===== config.mk =====
export PLATFORM = sky130hd
export DESIGN_NAME = id_hazard_stall_unit
export DESIGN_NICKNAME = d
export VERILOG_FILES = /design/src/rtl/id_hazard_stall_unit.sv
export SDC_FILE = /design/constraint.sdc
export NUM_CORES = 1
export LEC_CHECK = 0
export ABC_CLOCK_PERIOD_IN_PS = 6400
export BUFFER_PORTS_ARGS = -buffer_cell sky130_fd_sc_hd__clkbuf_2
export CORE_MARGIN = 1.5
export CORE_UTILIZATION = 50
export CTS_CLUSTER_SIZE = 40
export DETAILED_ROUTE_END_ITERATION = 12
export GPL_ROUTABILITY_DRIVEN = 0
export PLACE_DENSITY = 0.8
export SYNTH_ARGS = -nofsm -noshare
export SYNTH_HDL_FRONTEND = slang
export SYNTH_SLANG_ARGS = --single-unit

===== constraint.sdc =====
create_clock -name clk -period 6.4 [get_ports clk]
set_clock_uncertainty 0.2 [all_clocks]
set_input_delay 1.28 -clock clk [delete_from_list [all_inputs] [get_ports clk]]
set_output_delay 1.28 -clock clk [all_outputs]
set_load 0.01 [all_outputs]

===== src/rtl/id_hazard_stall_unit.sv =====
// ID-stage hazard/stall unit: detects load-use and branch-operand hazards that
// forwarding cannot cover, drives PC/IF-ID hold, ID/EX bubble and IF/ID flush.
//
//   state     | meaning
//   ----------+-----------------------------------------------------------
//   ST_RUN    | normal issue; need is evaluated, 1-cycle stalls stay here
//   ST_STALL2 | second cycle of a branch-after-load stall; need is ignored
module id_hazard_stall_unit #(
  parameter int CNT_W = 16
) (
  input  logic             clk,
  input  logic             rst_n,
  input  logic             ID_valid,
  input  logic [6:0]       ID_opcode,
  input  logic [4:0]       ID_ReadRegNum1,
  input  logic [4:0]       ID_ReadRegNum2,
  input  logic             ID_branch_taken,
  input  logic             EX_cntl_RegWrite,
  input  logic             EX_cntl_MemRead,
  input  logic [4:0]       EX_WriteRegNum,
  input  logic             MEM_cntl_MemRead,
  input  logic [4:0]       MEM_WriteRegNum,
  output logic             PC_Write,
  output logic             IFID_Write,
  output logic             IDEX_Bubble,
  output logic             IFID_Flush,
  output logic [CNT_W-1:0] stall_cycles,
  output logic [CNT_W-1:0] flush_cycles
);

  typedef enum logic {
    ST_RUN    = 1'b0,
    ST_STALL2 = 1'b1
  } state_t;

  state_t           r_state;
  state_t           w_state_nxt;
  logic [CNT_W-1:0] r_stall_cnt;
  logic [CNT_W-1:0] r_flush_cnt;

  logic       w_uses_rs1;
  logic       w_uses_rs2;
  logic       w_is_br;
  logic       w_rs1_ex;
  logic       w_rs2_ex;
  logic       w_rs1_mem;
  logic       w_rs2_mem;
  logic       w_hit_ex;
  logic       w_hit_mem;
  logic [1:0] w_need;
  logic       w_stall_fsm;
  logic       w_stall;
  logic       w_flush;

  always_comb begin
    w_uses_rs1 = !(ID_opcode inside {7'b0110111, 7'b0010111, 7'b1101111});
    w_uses_rs2 = ID_opcode inside {7'b0110011, 7'b0100011, 7'b1100011};
    w_is_br    = ID_opcode inside {7'b1100011, 7'b1100111};
  end

  // x0 is never a real dependency, so a zero register number never matches
  assign w_rs1_ex  = w_uses_rs1 && (ID_ReadRegNum1 != 5'd0) && (ID_ReadRegNum1 == EX_WriteRegNum);
  assign w_rs2_ex  = w_uses_rs2 && (ID_ReadRegNum2 != 5'd0) && (ID_ReadRegNum2 == EX_WriteRegNum);
  assign w_rs1_mem = w_uses_rs1 && (ID_ReadRegNum1 != 5'd0) && (ID_ReadRegNum1 == MEM_WriteRegNum);
  assign w_rs2_mem = w_uses_rs2 && (ID_ReadRegNum2 != 5'd0) && (ID_ReadRegNum2 == MEM_WriteRegNum);
  assign w_hit_ex  = ID_valid && (w_rs1_ex || w_rs2_ex);
  assign w_hit_mem = ID_valid && (w_rs1_mem || w_rs2_mem);

  always_comb begin
    w_need = 2'd0;
    if (w_is_br && EX_cntl_MemRead && w_hit_ex)
      w_need = 2'd2;
    else if (EX_cntl_MemRead && w_hit_ex)
      w_need = 2'd1;
    else if (w_is_br && EX_cntl_RegWrite && w_hit_ex)
      w_need = 2'd1;
    else if (w_is_br && MEM_cntl_MemRead && w_hit_mem)
      w_need = 2'd1;
  end

  always_ff @(posedge clk or negedge rst_n) begin
    if (!rst_n) r_state <= ST_RUN;
    else        r_state <= w_state_nxt;
  end

  always_comb begin
    w_state_nxt = r_state;
    w_stall_fsm = 1'b0;
    case (r_state)
      ST_RUN: begin
        w_stall_fsm = (w_need != 2'd0);
        if (w_need == 2'd2) w_state_nxt = ST_STALL2;
      end
      ST_STALL2: begin
        w_stall_fsm = 1'b1;
        w_state_nxt = ST_RUN;
      end
      default: w_state_nxt = ST_RUN;
    endcase
  end

  // Reset forces the pipeline-enable view regardless of the inputs
  assign w_stall = w_stall_fsm && rst_n;
  assign w_flush = ID_branch_taken && ID_valid && !w_stall_fsm && rst_n;

  assign PC_Write    = !w_stall;
  assign IFID_Write  = !w_stall;
  assign IDEX_Bubble = w_stall;
  assign IFID_Flush  = w_flush;

  always_ff @(posedge clk or negedge rst_n) begin
    if (!rst_n) begin
      r_stall_cnt <= '0;
      r_flush_cnt <= '0;
    end else begin
      if (w_stall && (r_stall_cnt != {CNT_W{1'b1}}))
        r_stall_cnt <= r_stall_cnt + {{(CNT_W-1){1'b0}}, 1'b1};
      if (w_flush && (r_flush_cnt != {CNT_W{1'b1}}))
        r_flush_cnt <= r_flush_cnt + {{(CNT_W-1){1'b0}}, 1'b1};
    end
  end

  assign stall_cycles = r_stall_cnt;
  assign flush_cycles = r_flush_cnt;

endmodule


==> results of run 1 <==
==> routing by layer <==
metal	up-vias	routed length (µm)	share of wire
met5	-	0	0
met4	0	59	0.014
met3	8	195	0.045
met2	44	2120	0.49
met1	824	1930	0.45
li1	819	-	-
==> power breakdown <==
group          internal, W  switching, W  total (W)  leakage (nW)
clock            0.0000749     0.0000778   0.000153        0.0439
sequential        0.000225     0.0000260   0.000251         0.448
combinational    0.0000431     0.0000464  0.0000895         0.727
total             0.000343      0.000150   0.000494          1.22
==> layout make-up <==
| type | count | area share |
|---|---|---|
| Clock buffer | 5 | 0.0284 |
| Clock inverter | 3 | 0.00722 |
| Inverter | 2 | 0.00310 |
| Multi-Input combinational cell | 146 | 0.450 |
| Sequential cell | 33 | 0.341 |
| Tap cell | 48 | 0.0248 |
| Timing Repair Buffer | 70 | 0.146 |
==> critical path, delay by kind of cell <==
kind	cells	cell delay, ns
buf+inv	3	0.28
compound gates	2	0.31
simple gates	4	1.00
==> cell usage after synthesis (all sizes together) <==
library cell,n
buf,4
nor2,8
and4b,2
mux2i,1
a21o,2
nand3,14
a211oi,1
clkbuf,1
a31oi,2
o21ai,1
and2,1
nand2,10
xor2,19
xnor2,30
inv,2
nor3,4
ha,2
nor2b,1
nand4b,3
nor4bb,1
or3b,1
o2111ai,1
nor4,4
nor3b,3
and4,4
and3,12
nand4,17
mux2,2
dfrtp,33
==> worst max path at each step <==
stage | end | slack [ns] | cells after the start
6_report | IDEX_Bubble | 2.04 | 9
5_1_grt | IDEX_Bubble | 1.89 | 9
4_1_cts | IDEX_Bubble | 2.04 | 9
3_5_place_dp | IDEX_Bubble | 2.05 | 9
3_3_place_gp | IFID_Flush | 2.10 | 8
2_1_floorplan | PC_Write | 2.29 | 8
==> cells by family after synthesis <==
kind of cell    Yosys count  share of synthesized area
simple gates             85                      0.278
xor+xnor                 49                      0.218
flops                    33                      0.420
compound gates            7                     0.0299
buf+inv                   7                     0.0254
mux                       3                     0.0165
fa+ha+maj                 2                     0.0127
==> registers in the layout, summed over array words and instances, names as in the netlist <==
signal,cells
r_state,1
flush_cycles,16
stall_cycles,16
==> stage by stage <==
step	area, µm²	hold slack, ns
global route	2420	0.262
global placement	2340	0.240
CTS	2420	0.254
finish	2420	0.261
floorplan	1970	0.210
detailed placement	2340	0.240
==> impl_metrics.json, run 1 <==
{
  "clock-root-buffer": "clkbuf_8",
  "fp.dieW_um": 65.7,
  "cp_data_arrival_time_ns": 2.88,
  "insertion_delay_ns": 0.28,
  "cp.required_ns": 4.92,
  "period_needed_ns": 4.36,
  "yosys.area.top_type_share": 0.420,
  "die-height_um": 65.7,
  "clk_pin_slew_worst_paths_ns": 0.07,
  "multiInputGateArea_mm2": 0.00109,
  "total_power_w": 0.000494,
  "yosys_warnings": 0,
  "dp.cells": 299,
  "first_global_vias": 1725,
  "holdPathEnd": "r_state",
  "ctsResizeCount": 0,
  "numCtsBuffers": 5,
  "avgSynthCellArea_um2": 10.6,
  "setup-tns-final_ns": 0,
  "grt_max_degree": 44,
  "syn-num-nets": 222,
  "start_util": 0.530,
  "worst_path_max_delay_cell": "nand3_2",
  "nets": 294,
  "drt_pass1_iterations": 4,
  "cp-end-kind": "output pin",
  "yosysSeqAreaShare": 0.420,
  "clockBufferDepth": 2,
  "p_leak_nw": 1.22,
  "die_area_mm2": 0.00432,
  "area_growth_pct": 23.2,
  "crit_chain": "clkbuf_2 > and4b_1 > o2111ai_1 > and4b_1 > o21ai_2 > nand3_2 > nand2_1 > inv_1 > clkbuf_2",
  "drc": 0,
  "min_from": "r_state",
  "gr-total-overflow": 0,
  "hold_viol_final": 0,
  "ant_nets": 0,
  "dp_hpwl_um": 3370,
  "layout_commonest_cell": "clkbuf_2",
  "fmax_ghz": 0.230,
  "synth_seq_cells": 33,
  "grt_use_met1": 0.273,
  "preCtsSetupSlack_ns": 2.05,
  "hold_class": "flip-flop to flip-flop",
  "routed_wl_um": 4300,
  "grt_antenna_before_repair": 0,
  "worstReg2RegEnd": "flush_cycles[1]",
  "r2r-start": "flush_cycles[0]",
  "final_layout_size_suffix_gt1_frac": 0.355,
  "fin_ws_ns": 2.04,
  "rsz0062_at_grt": "no",
  "maxSlewHeadroom": 0.680,
  "r2r_slack_ns": 4.08,
  "met3_usage": 0.0651,
  "fin_cells": 307,
  "num_vias": 1695,
  "cts.sinks": 33,
  "period_share": 0.681,
  "boundaryPins": 70,
  "netlist_area_mm2": 0.00197,
  "irDropWorstVdd_mv": 0.216,
  "track_usage": 0.224,
  "ctsHoldBuffers": 0,
  "reg2reg_depth": 6,
  "antennaDiodeCount": 0,
  "yosys-top-cells-area": "dfrtp_1 (42%), xnor2_1 (13%), xor2_1 (8.5%)",
  "startpoint": "ID_opcode[4]",
  "status": "finished clean",
  "num-fill-cells": 322,
  "ctsHtreeMaxLevel": 2,
  "setup_violations": 0,
  "grt_pass1_wl_um": 7480,
  "layout.area.seq_um2": 826,
  "layout_common_cells": "clkbuf_2 (69), dfrtp_1 (33), xnor2_1 (30), xor2_1 (19), nand4_1 (14)",
  "core-area_mm2": 0.00372,
  "top_usage_layer": "met2",
  "worst_pin_slew_ns": 0.480,
  "critPathLaunchType": "primary input",
  "min_path_cells": 1,
  "powerDensity_mw_per_mm2": 204,
  "cap_viol_max_count": 0,
  "port_buffers": 69,
  "synth_largest_area_cell": "dfrtp_1",
  "crit_type": "primary input to output pin",
  "slowest_delay_ns": 0.30,
  "wl_per_cell_um": 14.0,
  "first_iter_violations": 81,
  "grt_util_met2": 0.379,
  "yosysUniqueCellTypes": 38,
  "syn_inst": 186,
  "viasPerCell": 5.52,
  "crit_fanout": 18,
  "fin_util": 0.653,
  "cts_tree": "yes",
  "rows": 22,
  "drv_slew": 0,
  "cts_setup_buffers": 0
}
(Power assumes the default switching activity.)
==> run 2: changes to the inputs <==
ABC_CLOCK_PERIOD_IN_PS = 3500   (was 6400)
CORE_UTILIZATION = 45   (was 50)
PLACE_DENSITY = 0.76   (was 0.8)
clock period = 3.5 ns   (was 6.4 ns; I/O delays follow)
==> run 2 against run 1 <==
Clock-buffer cell count increased by 3. Die area increased by 11%. Highest routed layer unchanged. Combinational power increased by 80%. Worst setup slack got worse by 1.5 ns. Final cell count increased by 0.98%. Flip-flop and latch count unchanged. Global-route usage decreased by 4.0 points. First-iteration DRC count increased by 48%. Sequential share of layout area decreased by 0.053 points.
==> impl_metrics.json, run 2 (synthesis gave the netlist of run 1 again) <==
{
  "period_needed_ns": 2.93,
  "wl_met2_um": 2070,
  "crit_type": "primary input to output pin",
  "ctsHtreeMaxLevel": 2,
  "layout_commonest_cell": "clkbuf_2",
  "hold_class": "primary input to async pin",
  "r2r-start": "flush_cycles[0]",
  "start_util": 0.478,
  "port_buffers": 69,
  "fin_ws_ns": 0.571,
  "drt_pass1_iterations": 4,
  "boundaryPins": 70,
  "area_growth_pct": 23.4,
  "insertion_delay_ns": 0.28,
  "routed_wl_um": 4160,
  "num_vias": 1637,
  "nets": 295,
  "final_layout_size_suffix_gt1_frac": 0.346,
  "cts_setup_buffers": 0,
  "drv_slew": 0,
  "rows": 23,
  "gr-total-overflow": 0,
  "first_iter_violations": 120,
  "p_leak_nw": 1.22,
  "wl_met3_um": 247,
  "fmax_ghz": 0.341,
  "status": "finished clean",
  "period_share": 0.837,
  "layout_common_cells": "clkbuf_2 (69), dfrtp_1 (33), xnor2_1 (30), xor2_1 (19), nand4_1 (14)",
  "hold_viol_final": 0,
  "r2r_slack_ns": 1.17,
  "drc": 0,
  "irDropWorstVdd_mv": 0.301,
  "dp_hpwl_um": 3210,
  "cp_data_arrival_time_ns": 2.03,
  "critPathLaunchType": "primary input",
  "grt_antenna_before_repair": 0,
  "reg2reg_depth": 6,
  "grt_max_degree": 33,
  "core-area_mm2": 0.00412,
  "first_global_vias": 1598,
  "powerDensity_mw_per_mm2": 366,
  "maxSlewHeadroom": 0.721,
  "wl_per_cell_um": 13.4,
  "wirelength_met1_um": 1800,
  "fin_cells": 310,
  "cts_tree": "yes",
  "die_area_mm2": 0.00478,
  "preCtsSetupSlack_ns": 0.559,
  "cap_viol_max_count": 0,
  "ctsHoldBuffers": 0,
  "worst_pin_slew_ns": 0.417,
  "antennaDiodeCount": 0,
  "track_usage": 0.184,
  "crit_fanout": 4,
  "cts.sinks": 33,
  "grt_pass1_wl_um": 7110,
  "clk_pin_slew_worst_paths_ns": 0.06,
  "cp.required_ns": 2.60,
  "ant_nets": 0,
  "worstReg2RegEnd": "flush_cycles[1]",
  "die-height_um": 69.1,
  "top_layer_used": "met4",
  "clock-root-buffer": "clkbuf_8",
  "numCtsBuffers": 5,
  "clockBufferDepth": 2,
  "ctsResizeCount": 0,
  "setup-tns-final_ns": 0,
  "dp.cells": 302,
  "rsz0062_at_grt": "no",
  "setup_violations": 0,
  "viasPerCell": 5.28,
  "fp.dieW_um": 69.1,
  "cp-end-kind": "output pin",
  "num-fill-cells": 374
}
[run 2: changes by cell type in the layout (fill, tap and decap cells not counted), sizes merged]
cell / change
clkinvlp: -1
clkbuf: +3
buf: +1
clkinv: -2
[run 2: routing by layer]
metal	up-vias	track usage
met5	-	0
met4	0	0.0588
li1	815	-
met2	48	0.317
met3	5	0.0512
met1	769	0.222
[run 2: worst max-delay path, stage by stage]
cell      delay, ns
clkbuf_2       0.09
nand4b_1       0.27
nor4_1         0.37
nand4_1        0.18
nand3_2        0.14
nand2_1        0.08
inv_1          0.07
clkbuf_2       0.12
[run 2: worst max-delay path by stage]
stage                 startpoint     endpoint  slack, ns  cells after the start
global route        ID_opcode[3]  IDEX_Bubble       0.42                      8
global placement    ID_opcode[3]  IDEX_Bubble       0.54                      8
detailed placement  ID_opcode[3]  IDEX_Bubble       0.56                      8
floorplan           ID_opcode[3]     PC_Write       0.55                      8
CTS                 ID_opcode[3]  IDEX_Bubble       0.53                      8
finish              ID_opcode[3]  IDEX_Bubble       0.57                      8
[run 2: final cells by class]
cell class	count	area (µm²)	share of cell area
multi-input combinational	146	1090	0.450
sequential	33	826	0.340
timing repair buffer	71	360	0.148
clock buffer	8	80.1	0.0330
tap	50	62.6	0.0258
inverter	2	7.51	0.00309
[run 2: report_power, final]
| part | internal [W] | total (W) | switching [W] |
|---|---|---|---|
| registers | 0.000412 | 0.000460 | 0.0000474 |
| clock network | 0.000141 | 0.000269 | 0.000128 |
| logic | 0.0000783 | 0.000161 | 0.0000831 |
| total | 0.000632 | 0.000890 | 0.000258 |
[run 2: per-stage QoR]
stage / utilization / cell area, µm² / hold WS [ns] / power (W)
2_1_floorplan: - / 1970 / 0.204 / 0.000546
3_3_place_gp: 0.571 / 2350 / 0.237 / 0.000624
3_5_place_dp: 0.571 / 2350 / 0.235 / 0.000630
4_1_cts: 0.590 / 2430 / 0.0814 / 0.000903
5_1_grt: 0.590 / 2430 / 0.0894 / 0.000934
6_report: 0.590 / 2430 / 0.0846 / 0.000890
==> run 3: changes to the inputs <==
ABC_CLOCK_PERIOD_IN_PS = 2400   (was 3500)
clock period = 2.4 ns   (was 3.5 ns; I/O delays follow)
==> run 3 against run 2 <==
Highest routed layer unchanged. The flow now finishes with violations (setup timing). Total power is 54% higher. Clock power rose by 56%. Sequential power grew 43%. Die area unchanged. Routed wire length increased by 14%. Utilization is 5.8 points higher. Final cell count rose by 7.1%. Largest cell class unchanged. Register-to-register slack worse by 0.97 ns. Via count rose by 9.4%. Combinational power is 80% higher. Sequential share of layout area decreased by 3.0 points. Flip-flop and latch count did not move.
==> impl_metrics.json, run 3 (synthesis gave the netlist of run 1 again) <==
{
  "status": "finished, violations left",
  "violations": "setup timing",
  "first_iter_violations": 87,
  "numCtsBuffers": 5,
  "clock-root-buffer": "clkbuf_8",
  "track_usage": 0.206,
  "dp_hpwl_um": 3540,
  "nets": 318,
  "setup_violations": 4,
  "layout_commonest_cell": "clkbuf_2",
  "drt_pass1_iterations": 5,
  "boundaryPins": 70,
  "rsz0062_at_grt": "yes",
  "period_share": 1.06,
  "die-height_um": 69.1,
  "fin_cells": 332,
  "dp.cells": 321,
  "final_layout_size_suffix_gt1_frac": 0.422,
  "layout_common_cells": "clkbuf_2 (64), dfrtp_1 (33), xnor2_1 (30), buf_4 (23), xor2_1 (19)",
  "fmax_ghz": 0.394,
  "irDropWorstVdd_mv": 0.468,
  "clk_pin_slew_worst_paths_ns": 0.07,
  "powerDensity_mw_per_mm2": 514,
  "core-area_mm2": 0.00412,
  "hold_class": "primary input to flip-flop",
  "first_global_vias": 1810,
  "rows": 23,
  "ctsHtreeMaxLevel": 2,
  "viasPerCell": 5.39,
  "cp-end-kind": "output pin",
  "total_power_w": 0.00137,
  "gr-total-overflow": 0,
  "layout.area.seq_um2": 826,
  "die_area_mm2": 0.00478,
  "cp.required_ns": 1.72,
  "cap_viol_max_count": 0,
  "cts_tree": "yes",
  "routed_wl_um": 4740,
  "p_leak_nw": 1.34,
  "port_buffers": 69,
  "fin_ws_ns": -0.136,
  "start_util": 0.478,
  "drv_slew": 0,
  "worst_pin_slew_ns": 0.302,
  "critPathLaunchType": "primary input",
  "grt_max_degree": 43,
  "num_vias": 1791,
  "period_needed_ns": 2.54,
  "insertion_delay_ns": 0.28,
  "drc": 0,
  "grt_antenna_before_repair": 0,
  "hold_viol_final": 0,
  "wl_per_cell_um": 14.3,
  "crit_type": "primary input to output pin",
  "fp.dieW_um": 69.1,
  "cts.sinks": 33,
  "cp_data_arrival_time_ns": 1.86,
  "area_growth_pct": 35.5,
  "ant_nets": 0,
  "r2r_slack_ns": 0.20,
  "multiInputGateArea_mm2": 0.00112,
  "antennaDiodeCount": 0,
  "crit_fanout": 4,
  "clockBufferDepth": 2,
  "maxSlewHeadroom": 0.797,
  "grt_pass1_wl_um": 8100,
  "num-fill-cells": 346,
  "worst_hold_slack_ns": 0.246
}
==> run 3: cell types whose count changed in the layout (fill, tap and decap cells not counted), sizes merged <==
cell / change
clkbuf: -6
buf: +27
dlygate4sd3: +1
==> run 3: cell type report <==
class,count,area share
Multi-Input combinational cell,146,0.421
Inverter,2,0.00282
Timing Repair Buffer,94,0.210
Tap cell,50,0.0235
Clock buffer,7,0.0324
Sequential cell,33,0.310
==> run 3: where the power goes <==
group          leakage (nW)  internal [W]  switching (W)  total (W)
clock network        0.0443      0.000227       0.000193   0.000420
logic                 0.849      0.000143       0.000146   0.000289
registers             0.448      0.000601      0.0000591   0.000660
total                  1.34      0.000972       0.000398    0.00137
==> run 3: worst max-delay path, stage by stage <==
cell,delay [ns]
buf_6,0.09
nand4b_1,0.29
a211oi_2,0.31
and4_4,0.26
o21ai_2,0.08
nand3_2,0.11
nand2_2,0.08
inv_2,0.06
buf_6,0.09
==> run 3: path summary, 6_finish.rpt <==
check | end | start | cells past startpoint
max reg2reg | stall_cycles[13] | stall_cycles[0] | 7
min reg2reg | r_state | r_state | 1
min in group asynchronous | stall_cycles[13] | rst_n | 3
min | r_state | EX_cntl_MemRead | 2
max in group asynchronous | stall_cycles[1] | rst_n | 3
max | IDEX_Bubble | ID_opcode[3] | 9
==> run 3: what timing repair did <==
item | in CTS | in global routing
cloned | 0 | 0
setup endpoints to repair | 4 | 9
endpoints found under the hold margin | 33 | 0
resized for setup | 2 | 11
setup buffers | 1 | 2
pin swaps | 2 | 9
hold buffers | 1 | 0
==> run 3: routing by layer <==
metal | wire length, µm | global-route usage | vias to the layer above
met2 | 2430 | 0.351 | 46
li1 | - | - | 861
met1 | 2040 | 0.257 | 876
met5 | 0 | 0 | -
met3 | 231 | 0.0585 | 8
met4 | 42 | 0.0523 | 0
==> run 3: per-stage QoR <==
step / worst slack [ns] / util / TNS (ns) / area [µm²]
after floorplan: -0.0163 / - / -0.0163 / 1980
after global placement: -0.0638 / 0.609 / -0.386 / 2510
after detailed placement: -0.0968 / 0.609 / -1.15 / 2510
after CTS: -0.0753 / 0.636 / -0.147 / 2620
after global routing: -0.191 / 0.648 / -0.683 / 2670
final: -0.136 / 0.648 / -0.484 / 2670
